==> src/rtl/instr_fetch_unit.sv <==
// Fetch stage for the single-cycle MIPS core: owns the PC, fetches over a req/ack
// handshake, holds the instruction through execute and counts retired instructions.
module instr_fetch_unit #(
  parameter logic [31:0] RESET_PC = 32'h0000_0000
) (
  input  logic        clk,
  input  logic        reset,
  output logic        imem_req,
  output logic [31:0] imem_addr,
  input  logic        imem_ack,
  input  logic [31:0] imem_rdata,
  output logic [31:0] instr,
  output logic        instr_valid,
  output logic [31:0] pc,
  output logic [31:0] pc_plus4,
  input  logic        branch,
  input  logic        zero,
  input  logic        jump,
  input  logic [31:0] signimm,
  input  logic        exec_done,
  output logic [31:0] retired
);

  typedef enum logic [1:0] {
    IDLE  = 2'd0,
    FETCH = 2'd1,
    EXEC  = 2'd2
  } state_t;

  state_t      state, state_nxt;
  logic [31:0] next_pc;
  logic        take_ack, take_done;

  always_ff @(posedge clk or posedge reset) begin
    if (reset) begin
      state   <= IDLE;
      pc      <= RESET_PC;
      instr   <= '0;
      retired <= '0;
    end else begin
      state <= state_nxt;
      if (take_ack)
        instr <= imem_rdata;
      if (take_done) begin
        pc      <= next_pc;
        retired <= retired + 32'd1;
      end
    end
  end

  always_comb begin
    state_nxt   = state;
    imem_req    = 1'b0;
    instr_valid = 1'b0;
    take_ack    = 1'b0;
    take_done   = 1'b0;
    case (state)
      IDLE: state_nxt = FETCH;
      FETCH: begin
        imem_req = 1'b1;
        if (imem_ack) begin
          take_ack  = 1'b1;
          state_nxt = EXEC;
        end
      end
      EXEC: begin
        instr_valid = 1'b1;
        if (exec_done) begin
          take_done = 1'b1;
          state_nxt = FETCH;
        end
      end
      default: state_nxt = IDLE;
    endcase
  end

  // Jump outranks a taken branch.
  always_comb begin
    if (jump)
      next_pc = {pc_plus4[31:28], instr[25:0], 2'b00};
    else if (branch && zero)
      next_pc = pc_plus4 + (signimm << 2);
    else
      next_pc = pc_plus4;
  end

  assign pc_plus4  = pc + 32'd4;
  assign imem_addr = pc;

endmodule

==> config.mk <==
export PLATFORM = sky130hd
export DESIGN_NAME = instr_fetch_unit
export DESIGN_NICKNAME = d
export VERILOG_FILES = /design/src/rtl/instr_fetch_unit.sv
export SDC_FILE = /design/constraint.sdc
export NUM_CORES = 1
export LEC_CHECK = 0
export ABC_AREA = 1
export CAP_MARGIN = 20
export CORE_MARGIN = 2
export CORE_UTILIZATION = 49
export CTS_BUF_LIST = sky130_fd_sc_hd__clkbuf_8
export CTS_CLUSTER_SIZE = 40
export DETAILED_ROUTE_END_ITERATION = 8
export GPL_TIMING_DRIVEN = 0
export HOLD_SLACK_MARGIN = 0.15
export PLACE_DENSITY = 0.91
export SYNTH_ARGS = -nofsm -noshare
export SYNTH_HDL_FRONTEND = slang
export SYNTH_SLANG_ARGS = --single-unit
==> constraint.sdc <==
create_clock -name clk -period 3.9 [get_ports clk]
set_input_delay 0.585 -clock clk [delete_from_list [all_inputs] [get_ports clk]]
set_output_delay 0.585 -clock clk [all_outputs]
set_load 0.005 [all_outputs]
== Yosys cells after proc, flatten, opt, wreduce, memory -nomap -nowiden ==
Cells that the tools add are included.
W data, S select, Z words.

* Register bits after elaboration: 98
* Output and inout bits: 162

* $add $sub $neg: 3
* Eq/ne operators: 4
* Multiplexer cells: 11
* Reduce and logical (&&, ||, !) cells: 3

{| class="wikitable"
|+ Operator list
! cell !! count
|-
| $mux W32 || 2
|-
| $add A32 B1 Y32 const B || 1
|-
| $add A32 B3 Y32 const B || 1
|-
| $add A32 B32 Y32 || 1
|-
| $mux W1 || 6
|-
| $pmux W2 S3 || 1
|-
| $mux W2 || 2
|-
| $ne A2 B2 Y1 const B || 2
|-
| $eq A2 B1 Y1 const B || 1
|-
| $eq A2 B2 Y1 const B || 1
|-
| $logic_not A2 Y1 || 1
|-
| $reduce_and A2 Y1 || 1
|-
| $logic_and A1 B1 Y1 || 1
|}

== Logic depth before layout (Yosys ltp) ==
Gate-level depths: netlist of the first run.

* Word-level depth: 4
* Gate-level depth with buffers: 23

== Least setup slack after synthesis of the first run ==
Ideal clock, no wire load.

* Path kind: register to register
* Start: register pc[2] (netlist: imem_addr[2])
* End: register pc[24] (netlist: imem_addr[24])
* Setup time: 116 ps
* Data arrival time: 2628 ps
* Data required time: 3784 ps
* Slack: 1155 ps
* Cell stages (with the launch flop): 17
* Path buffers: 0
* Period minus slack after synthesis: 2745 ps
* Path through: dfrtp_1 ha_1 nand2_1 nor2_1 nand2_1 nor2_1 nand3_1 xor2_1 ha_1 nand2_1 nor2_1 nand4_1 or2_2 nand4_1 nand3_1 nand2_1 nand2_1

* Word-level cells in the longest chain between the ends: 4

{| class="wikitable"
|+ RTL lines
! element !! RTL line !! source
|-
| from (decl) || 14 || <nowiki>output logic [31:0] pc,</nowiki>
|-
| from (signal assigned) || 45 || <nowiki>pc <= next_pc;</nowiki>
|-
| $add A32 B3 Y32 || 87 || <nowiki>assign pc_plus4 = pc + 32'd4;</nowiki>
|-
| via pc_plus4[16] || 15 || <nowiki>output logic [31:0] pc_plus4,</nowiki>
|-
| $add A32 B32 Y32 || 82 || <nowiki>next_pc = pc_plus4 + (signimm << 2);</nowiki>
|-
| $mux W32 || 81 || <nowiki>else if (branch && zero)</nowiki>
|-
| $mux W32 || 79 || <nowiki>if (jump)</nowiki>
|}

The timed path passes the listed nets, and every way through them passes these cells.
A chain may end at the register's enable or synchronous reset.

== Worst setup path in the final report of the first run ==
* Start: register pc[3] (netlist: imem_addr[3])
* End: register pc[30] (netlist: imem_addr[30])

* Word-level cells in the longest chain between the ends: 4

{| class="wikitable"
|+ RTL lines
! element !! RTL line
|-
| $add A32 B3 Y32 * || 87
|-
| $add A32 B32 Y32 || 82
|-
| $mux W32 || 81
|-
| $mux W32 * || 79
|}

Every way passes the cells marked *; elsewhere a longest branch is shown, timed or not.

==> impl_results.md, run 1 <==
* GR Util All Layers at 0.311
* Clock Sinks at 96
* Worst Hold Class: reg2reg
* Cells after Synth at 1,151
* Die area at 16,800 sq um
* CTS H-Tree Depth at 3
* CP top delay family: simple AND/OR/NAND/NOR gates
* Clk root buf: clkbuf_8
* Largest net degree at the start of global routing at 60
* Syn avg cell area at 6.70 sq um
* Area of the multi-input gates at 4310 sq um
* Buf/Inv on CP at 1
* Seq/Total Area, Yosys at 0.312
* Most common cell on crit path: nand2_1
* Area Growth Syn to Fin at 35.4%
* Crit share post-route at 0.948
* CP Class: reg2reg
* #FFs+latches synth at 96
* Yosys warns at 0
* Initial core utilization at 0.504
* Post-synth top area cell: dfrtp_1
* Fmax at 270 MHz
* Total Nets Final at 1,500
* Die H at 129 microns
* Vias per std cell at 5.25
* Final setup violation count at 0
* Reg area at 2400 sq um
* Count of input and output buffers at 223
* Final ANT Viol Nets at 0
* Skew final at 8.25 ps
* Vias in the first global route at 7,828
* Crit Path Max Fanout at 5
* Gr ovfl total at 0
* Pwr dens at 677 nW/um^2
* Worst-path cell chain: ha_1, nand2_1, nor2_1, nand2_1, nor2_2, xor2_1, inv_1, ha_1, nand2_1, nor2_2, nand3_1, nand3b_1, nand2_1, nand2_1, nand2_1, nand3_1, nand2_1, nand2_1, nand2_1
* EDFF count, synth at 0
* Final Slew Violations at 0
* Drt total wl at 26.3 mm
* Clock buffer depth at 2
* Post-synth ARST share at 1.00
* Core area at 15,300 sq um
* Synth area leaders: dfrtp_1 (31%), nand2_1 (17%), inv_1 (8.8%)
* Initial antenna violation count at 0
* Total CTS buffers at 9
* Vias at 8,431
* Slew margin rel. at 0.557
* Crit path capture type: flop
* Share of layout cells above drive strength 1 at 0.0659
* Lkg Pwr at 0.00533 uW
* DRC viols at 0
* Std cell rows at 45
* Die width at 129 microns
* Fillers at 1,333
* RSZ-0062 raised after global routing: no
* DR WL/cell at 16.4 microns
* Crit path DAT at 3970 ps
* Most common flop cell mapped by yosys: dfrtp_1
* Placed cell area at 10,300 sq um
* Setup TNS at 0 ps
* Clk_lat worst skew at 380 ps
* Slowest CP cell: dfrtp_1
* Crit path largest cell delay at 430 ps
* Distinct cells, synth at 41
* Post-Synthesis Cell Area at 7710 sq um
* Worst-Margin Slew at 664 ps
* Iter 0 DRT Violations at 804
* Total I/O pin count at 233
* Crit start category: flop
* Drt first pass iters at 6
* Status: complete, no violations
* Final Hold Vio Count at 0
* Post-synth top area share at 0.312
* Post-CTS Setup Inserts at 0
* First-pass GRT wire length at 40.4 mm
* CTS tree: built
* Clock slew at reported path FFs at 90 ps
* Tot Pwr at 7070 uW
* Tmin final at 3700 ps
* Max-cap violation count at 0
* Max VDD drop at 0.448 mV
* Routability cong. at 1.02
* Finished Cell Area at 10,400 sq um
* CTS Hold Buffers Added at 0
* Antenna diodes at 0
* Req. time, crit path at 4170 ps
* DP HPWL at 21.4 mm
## through the flow
| stage | cells | hold WS, ps | util | setup WS (ps) |
|---|---|---|---|---|
| after detailed placement | 1591 | 490 | 0.670 | 305 |
| after global placement | 1590 | 462 | 0.668 | -647 |
| after CTS | 1606 | 508 | 0.682 | 239 |
| after global routing | 1606 | 524 | 0.682 | 15.5 |
| after floorplan | 1156 | 465 | - | 810 |
| final | 1606 | 517 | 0.682 | 201 |
## synthesized netlist by cell type, drive strengths merged, types with 2 or more instances
master	n
o21ai	35
mux2	19
nand3	66
ha	37
nand4	21
clkinv	2
nor2	111
nand3b	4
a21boi	2
buf	41
a21oi	64
nor3	19
o22ai	2
o221ai	4
inv	181
dfrtp	96
o211ai	2
or2	4
nand2	357
xnor2	13
xor2	44
clkbuf	11
o21bai	4
nor4	3
## area by class of cell
| type | instances | area share |
|---|---|---|
| Buffer | 52 | 0.0321 |
| Clock buffer | 12 | 0.0158 |
| Clock inverter | 3 | 0.00168 |
| Inverter | 183 | 0.0660 |
| Multi-Input combinational cell | 825 | 0.413 |
| Sequential cell | 96 | 0.230 |
| Tap cell | 211 | 0.0253 |
| Timing Repair Buffer | 224 | 0.216 |
## report_power, final
part | switching, uW | total [uW] | internal [uW]
registers | 457 | 1790 | 1330
logic | 2380 | 4650 | 2270
clock network | 349 | 628 | 279
## placed cells by master (no fill, tap or decap), drive strengths merged
cell / instances
nand2: 357
clkdlybuf4s50: 223
inv: 182
nor2: 111
dfrtp: 96
nand3: 66
a21oi: 64
xor2: 44
buf: 42
ha: 37
o21ai: 35
clkbuf: 23
nand4: 21
mux2: 19
nor3: 19
xnor2: 13
conb: 6
o21bai: 4
nand3b: 4
o221ai: 4
or2: 4
clkinv: 4
nor4: 3
o22ai: 2
o211ai: 2
a21boi: 2
a21o: 1
a31oi: 1
and3: 1
and2: 1
a22oi: 1
a2bb2oi: 1
o21a: 1
fa: 1
## registers in the layout (all words and copies together), names as in the netlist
name	flops
instr	32
retired	32
imem_addr	30
state	2
## repair_timing
action,4_1_cts,5_1_grt
endpoints found under the setup margin,0,4
gates resized for setup,0,2
endpoints found under the hold margin,0,0
## worst reg2reg max path, delay by kind of cell (launching register included)
kind | cells | cell delay [ps]
AND/OR/NAND/NOR | 15 | 2110
buffers and inverters | 1 | 170
flip-flops | 1 | 430
adder cells (fa/ha/maj) | 2 | 680
XOR/XNOR | 1 | 200
## per-layer routing
metal / vias to the layer above / routed length, microns / GRT usage
met2: 464 / 12300 / 0.522
met5: - / 0 / 0
li1: 4072 / - / -
met1: 3834 / 10500 / 0.405
met4: 0 / 754 / 0.106
met3: 61 / 2780 / 0.0574
## final timing paths
path	slack, ps	end	start	cells past startpoint
min in group asynchronous	600	instr[28]$_DFFE_PP0P_	reset	2
min	520	instr[28]$_DFFE_PP0P_	instr[28]$_DFFE_PP0P_	1
max	200	imem_addr[30]$_DFFE_PP0P_	imem_addr[3]$_DFFE_PP0P_	19
max in group asynchronous	2620	imem_addr[31]$_DFFE_PP0P_	reset	3
max reg2reg	200	imem_addr[30]$_DFFE_PP0P_	imem_addr[3]$_DFFE_PP0P_	19
min reg2reg	520	instr[28]$_DFFE_PP0P_	instr[28]$_DFFE_PP0P_	1
## cell families (layout without fill, tap and decap cells)
group,count (synthesis),after routing,synth area share
AO/OA/AOI/OAI,118,118,0.0831
XOR/XNOR,57,57,0.0647
adder cells (fa/ha/maj),38,38,0.0626
buffers and inverters,235,474,0.133
flip-flops,96,96,0.312
multiplexers,19,19,0.0277
other,1,6,0.000486
AND/OR/NAND/NOR,587,587,0.317
Note: power is estimated with default switching activity, not from simulation.
==> run 2: changes to the inputs <==
CORE_ASPECT_RATIO = 0.5   (was default)
==> impl_results.md, run 2 (synthesis results as in run 1) <==
* Final ANT Viol Nets at 0
* Status: complete, no violations
* Largest net degree at the start of global routing at 63
* Sw frac at 0.463
* Clk_lat worst skew at 370 ps
* Routability cong. at 0.965
* Logic pwr share at 0.664
* Reg power frac at 0.248
* Int Power at 3870 uW
* Final setup violation count at 0
* Total CTS buffers at 9
* Core area at 15,400 sq um
* Clk root buf: clkbuf_8
* DP HPWL at 23.1 mm
* Fmax at 274 MHz
* CTS tree: built
* CP Class: reg2reg
* Die area at 16,800 sq um
* Vias at 8,412
* Finished Cell Area at 10,400 sq um
* Die H at 92.7 microns
* Total Nets Final at 1,500
* Drt total wl at 28.1 mm
* Part of the power in the clock network at 0.088
* Count of input and output buffers at 223
* Most common cell after layout, fill and taps aside: nand2_1
* Fillers at 1,362
* Reg-to-reg slack, setup at 240 ps
* Slew margin rel. at 0.524
* Area Growth Syn to Fin at 35.4%
* Max-cap violation count at 0
* Lkg Pwr at 0.00533 uW
* Post-CTS Setup Inserts at 0
* Final Hold Vio Count at 0
* First-pass GRT wire length at 43.7 mm
* Crit start category: flop
* DRC viols at 0
* Psw at 3330 uW
* Placed cell area at 10,200 sq um
* Skew final at 9.36 ps
* CTS H-Tree Depth at 3
* Die width at 181 microns
* Iter 0 DRT Violations at 761
* Clock slew at reported path FFs at 100 ps
* Req. time, crit path at 4200 ps
* Area of the multi-input gates at 4320 sq um
* RSZ-0062 raised after global routing: no
* Crit path DAT at 3960 ps
* Clock buffer depth at 2
* Vias per std cell at 5.26
* Worst-Margin Slew at 712 ps
* Tmin final at 3660 ps
* Vias in the first global route at 8,138
* Max VDD drop at 0.318 mV
* Final Slew Violations at 0
* Antenna diodes at 0
* Crit share post-route at 0.937
* PostCTS Resize Cnt at 0
* Reg area at 2400 sq um
* Crit Path Max Fanout at 5
* Initial antenna violation count at 0
* Most frequent cells in the layout: nand2_1 (355), clkdlybuf4s50_1 (223), inv_1 (182), nor2_1 (102), dfrtp_1 (96)
* Total I/O pin count at 233
* Drt first pass iters at 5
* CTS Hold Buffers Added at 0
* Share of layout cells above drive strength 1 at 0.0659
* Crit path capture type: flop
* Gr ovfl total at 0
* Worst Hold Class: reg2reg
* Std cell rows at 32
* Hold WS at 507 ps
* Initial core utilization at 0.500
* DR WL/cell at 17.6 microns
* GR Util All Layers at 0.337
* Pwr dens at 689 nW/um^2
* Clock Sinks at 96
==> run 2: layout make-up <==
cell class | count | area share
multi-input combinational | 825 | 0.413
sequential | 96 | 0.230
timing repair buffer | 224 | 0.216
inverter | 183 | 0.0660
buffer | 52 | 0.0321
tap | 204 | 0.0245
clock buffer | 10 | 0.0132
clock inverter | 6 | 0.00420
==> run 2: layer usage <==
layer | routed length, microns | up-vias | GRT usage
li1 | - | 4053 | -
met1 | 11900 | 3942 | 0.441
met2 | 12300 | 372 | 0.530
met3 | 3520 | 45 | 0.130
met4 | 463 | 0 | 0.0786
met5 | 0 | - | 0
==> run 2: power groups by stage <==
| stage | registers, uW | clock network [uW] | logic (uW) |
|---|---|---|---|
| finish | 1790 | 630 | 4780 |
| floorplan | 1690 | 0 | 2460 |
| global placement | 1770 | 0 | 4580 |
| detailed placement | 1790 | 0 | 4680 |
| global route | 1820 | 675 | 5210 |
| CTS | 1770 | 638 | 4710 |
==> run 2: final timing paths <==
path                       cells past startpoint                     start                        end
hold / removal                                 1   retired[31]$_DFFE_PP0P_    retired[31]$_DFFE_PP0P_
hold reg to reg                                1   retired[31]$_DFFE_PP0P_    retired[31]$_DFFE_PP0P_
setup reg to reg                              17  imem_addr[3]$_DFFE_PP0P_  imem_addr[11]$_DFFE_PP0P_
max in group asynchronous                      3                     reset      instr[27]$_DFFE_PP0P_
min in group asynchronous                      2                     reset      instr[31]$_DFFE_PP0P_
setup / recovery                              17  imem_addr[3]$_DFFE_PP0P_  imem_addr[11]$_DFFE_PP0P_
==> run 2: worst max-delay path, stage by stage (launching register included) <==
cell	delay, ps
dfrtp_1	440
ha_1	260
nand2_1	70
nor2_1	270
nand2_1	220
xor2_1	520
ha_1	400
nand2_1	140
inv_1	50
nand2_1	60
nand2_1	60
inv_1	60
nand3_1	170
nand2_1	110
inv_1	40
o21ai_1	430
o211ai_1	190
nand2_1	110
==> run 2: stage by stage <==
step	utilization	instances	total power, uW	TNS [ps]	worst slack (ps)
final	0.677	1600	7200	0	244
after CTS	0.677	1600	7110	0	228
after global routing	0.677	1600	7700	0	41.9
after detailed placement	0.665	1584	6470	0	256
after floorplan	-	1156	4150	0	810
after global placement	0.663	1583	6360	-65490	-687
==> RTL change 1 (config.mk and constraints of run 1) <==
Re-encode `state_t` (3 states) as one-hot, 3 bits wide.
--- a/src/rtl/instr_fetch_unit.sv
+++ b/src/rtl/instr_fetch_unit.sv
@@ -21,10 +21,10 @@
   output logic [31:0] retired
 );
 
-  typedef enum logic [1:0] {
-    IDLE  = 2'd0,
-    FETCH = 2'd1,
-    EXEC  = 2'd2
+  typedef enum logic [2:0] {
+    IDLE  = 3'b001,
+    FETCH = 3'b010,
+    EXEC  = 3'b100
   } state_t;
 
   state_t      state, state_nxt;
Behaviour: no difference found for any inputs over 10 cycles, from zero or initial values and one cycle with reset high; not proved beyond that.
==> RTL change 1 against run 1 <==
- final area about the same
- sequential cell count up 1
- utilization up 0.28 points
- setup slack better by 0.018 ns
- power down 4.9%
- routed wire length down 1.7%
- critical path depth down 1
- final cell count down 2.5%
- synthesized area down 0.44%
- largest power group unchanged
- highest routed layer unchanged
==> RTL change 1: results <==
metrics = {
    "worst_setup_path": {
        "worstPathArrival_ns": 3.96,
        "crit_start": "imem_addr[2]",
        "crit_fanout": 5,
        "timing.critical_path.max_delay_family": "simple AND/OR/NAND/NOR gates",
        "rr_worst_depth": 18,
        "reg2reg_setup_slack_ns": 0.22,
        "r2r-end": "imem_addr[22]",
        "end_kind": "register",
        "max_stage_delay_ns": 0.44,
        "cp_slowest_cell": "dfrtp_1",
    },
    "global_route": {
        "grt_pass1_vias": 7686,
        "antenna_found_initial": 0,
        "grt_util_all_layers": 0.311,
        "grt_pass1_wl_um": 40200,
        "overflow": 0,
        "grt_max_degree": 58,
    },
    "clocking": {
        "cts_resized": 0,
        "htree_levels": 3,
        "cts_buffer_depth": 2,
        "clockRootBuffer": "clkbuf_8",
        "cts_made_buffers": 9,
        "cts_setup_buffers": 0,
        "clock_latency_ns": 0.37,
        "clkSlewWorstSetupHoldPaths_ns": 0.10,
    },
    "timing": {
        "hold_violations": 0,
        "holdWs_ns": 0.477,
        "fin_skew_ns": 0.0133,
        "slew_headroom": 0.536,
    },
    "layout": {
        "n_antenna_cell": 0,
        "fin_nets": 1459,
        "post_route_cells_drive_above_1_share": 0.0797,
        "fillCellCount": 1270,
    },
    "power": {
        "p_seq_frac": 0.262,
        "p_sw_w": 0.00292,
        "p_clk_w": 0.000756,
        "p_leak_nw": 5.26,
        "ir_drop_v": 0.000389,
    },
    "route": {
        "drcViolationCount": 0,
        "firstDrtPassIters": 5,
        "wl_per_cell_um": 16.5,
        "vias_per_cell": 5.24,
        "drtIter0Drc": 647,
    },
    "min_path": {
        "worstHoldEndpoint": "retired[31]",
        "hold_start": "retired[31]",
        "hold_depth": 1,
        "hp-class": "register to register",
    },
    "logic_synthesis": {
        "synth_cell_types": 46,
        "yosys-top-cells-count": "nand2_1, inv_1, dfrtp_1, nor2_1, nand3_1",
        "async_flop_share": 1.00,
        "yosysSeqAreaShare": 0.316,
        "ys_warn_count": 0,
        "synthTopCellsByArea": "dfrtp_1, nand2_1, inv_1, ha_1, nor2_1",
        "synth_edf_count": 0,
    },
    "place": {
        "dpl_cell_area_sq_um": 10200,
        "port_buffers": 223,
        "routabilityCongestion": 0.973,
        "hpwl_um": 21300,
    },
    "run_status": {
        "status": "finished clean",
    },
}
==> RTL change 1: changes by cell type in the layout (fill, tap and decap cells not counted), moves of 3 or more <==
cell,before,now
nand3_1,66,70
nor2_2,9,6
o21bai_1,4,11
xor2_1,44,41
mux2_2,19,22
nand2_1,355,331
nor3_1,18,13
inv_1,181,161
nand4_1,21,13
nor2_1,101,96
and2_1,1,4
==> RTL change 1: metrics by stage <==
stage / worst slack [ns] / cells / power [W]
6_report: 0.219 / 1566 / 0.00672
5_1_grt: 0.0563 / 1566 / 0.00721
3_3_place_gp: -0.690 / 1549 / 0.00581
2_1_floorplan: 0.783 / 1115 / 0.00386
3_5_place_dp: 0.365 / 1550 / 0.00591
4_1_cts: 0.343 / 1566 / 0.00668
==> RTL change 1: final cells by class <==
class | instances | area, sq um | area share
plain buffers | 54 | 347 | 0.0332
inverters | 163 | 614 | 0.0588
well taps | 211 | 264 | 0.0253
flip-flops and latches | 97 | 2430 | 0.232
repair buffers | 224 | 2260 | 0.216
multi-input cells | 801 | 4310 | 0.412
clock inverters | 6 | 87.6 | 0.00838
clock buffers | 10 | 138 | 0.0132
==> RTL change 1: kinds of logic (layout without fill, tap and decap cells) <==
family | count (synthesis) | in the layout | synth area share
compound gates | 124 | 124 | 0.0898
flops | 97 | 97 | 0.316
other cells | 1 | 6 | 0.000488
mux | 22 | 22 | 0.0323
buf+inv | 217 | 457 | 0.125
xor+xnor | 55 | 55 | 0.0627
simple gates | 556 | 556 | 0.311
fa+ha+maj | 38 | 38 | 0.0629
==> RTL change 1: routing by layer <==
layer,part of all wire,global-route usage,up-vias
li1,-,-,3947
met1,0.41,0.406,3819
met2,0.48,0.529,389
met3,0.088,0.0438,49
met4,0.028,0.107,0
met5,0,0,-
==> RTL change 2 (config.mk and constraints of run 1) <==
Without the edit above. Make the reset (`reset`) synchronous in one clocked block.
--- a/src/rtl/instr_fetch_unit.sv
+++ b/src/rtl/instr_fetch_unit.sv
@@ -31,7 +31,7 @@
   logic [31:0] next_pc;
   logic        take_ack, take_done;
 
-  always_ff @(posedge clk or posedge reset) begin
+  always_ff @(posedge clk) begin
     if (reset) begin
       state   <= IDLE;
       pc      <= RESET_PC;
Formal check against the unedited RTL: differs if reset is asserted again (counterexample within 4 cycles, from zero or initial values and one cycle with reset high); with reset held inactive, the same outputs for 10 cycles.
==> RTL change 2 against run 1 <==
- first-iteration DRC count fell by 7.1%
- final area barely moved
- count of clock-buffer cells in the layout fell by 3
- sequential cell count did not move
- final cell count rose by 7.5%
- routed wire length rose by 5.6%
- clock skew rose by 0.0043 ns
- setup slack improved by 0.082 ns
- synthesized cell count rose by 10%
- synthesized area barely moved
- highest routed layer unchanged
Power is left out: it rests on default switching activity, and per cell area and clock period it moved more than threefold.
==> RTL change 2: results <==
metrics = {
    "run_status": {
        "status": "finished clean",
    },
    "global_route": {
        "grt_util_all_layers": 0.330,
        "grt_pass1_vias": 8553,
        "grt_max_degree": 17,
        "grt_pass1_wl_um": 43500,
    },
    "logic_synthesis": {
        "ys_warn_count": 0,
        "ys.flop_type": "dfxtp_1",
        "synth_cell_types": 44,
        "yosysSeqAreaShare": 0.249,
        "synthTopCellsByArea": "dfxtp_1, nand2_1, a21oi_1, inv_1, nand3_1",
    },
    "place": {
        "place_inst": 1710,
        "routabilityCongestion": 0.981,
        "pre_cts_slack_ns": 0.372,
        "hpwl_um": 22700,
        "dpl_cell_area_sq_um": 10200,
    },
    "timing": {
        "holdWs_ns": 0.473,
        "fin_skew_ns": 0.0126,
        "finalCriticalPeriod_ns": 3.62,
        "tightest_slew_ns": 0.707,
    },
    "worst_setup_path": {
        "max_stage_delay_ns": 0.47,
        "rr_worst_depth": 17,
        "worstPathArrival_ns": 3.92,
        "crit_fanout": 6,
        "worstSetupEndpoint": "imem_addr[14]",
        "reg2reg_setup_slack_ns": 0.28,
        "crit_start": "imem_addr[2]",
        "cp_slowest_cell": "dfxtp_1",
    },
    "min_path": {
        "hold_start": "instr[30]",
        "hold_depth": 2,
    },
    "route": {
        "drtIter0Drc": 747,
        "wl_per_cell_um": 16.1,
        "vias_per_cell": 5.29,
        "vias": 9135,
    },
    "layout": {
        "fin_nets": 1619,
        "seq_area_sq_um": 1920,
        "fillCellCount": 1372,
    },
}
## RTL change 2: cell type report
| type | instances | area share |
|---|---|---|
| multi-input combinational | 939 | 0.456 |
| buffer | 70 | 0.0387 |
| clock buffer | 9 | 0.0119 |
| clock inverter | 7 | 0.00923 |
| tap | 211 | 0.0253 |
| inverter | 171 | 0.0615 |
| sequential | 96 | 0.184 |
| timing repair buffer | 223 | 0.214 |
## RTL change 2: cell families after synthesis
kind of cell	synth area share
and+or+nand+nor	0.377
buffers and inverters	0.136
AOI/OAI and AO/OA	0.137
DFF	0.249
adders and majority gates	0.0627
xor gates and xnor gates	0.0385
other	0.000487
## RTL change 2: tightest hold or removal path, cell delays in order, from the launching register on
cell     delay (ns)
dfxtp_1        0.32
nand2_1        0.06
a21oi_1        0.05
## RTL change 2: metal layers
layer  track usage  wire, um
met1         0.427     11900
met2         0.560     13000
met4         0.113       752
met5             0         0
met3        0.0516      2210
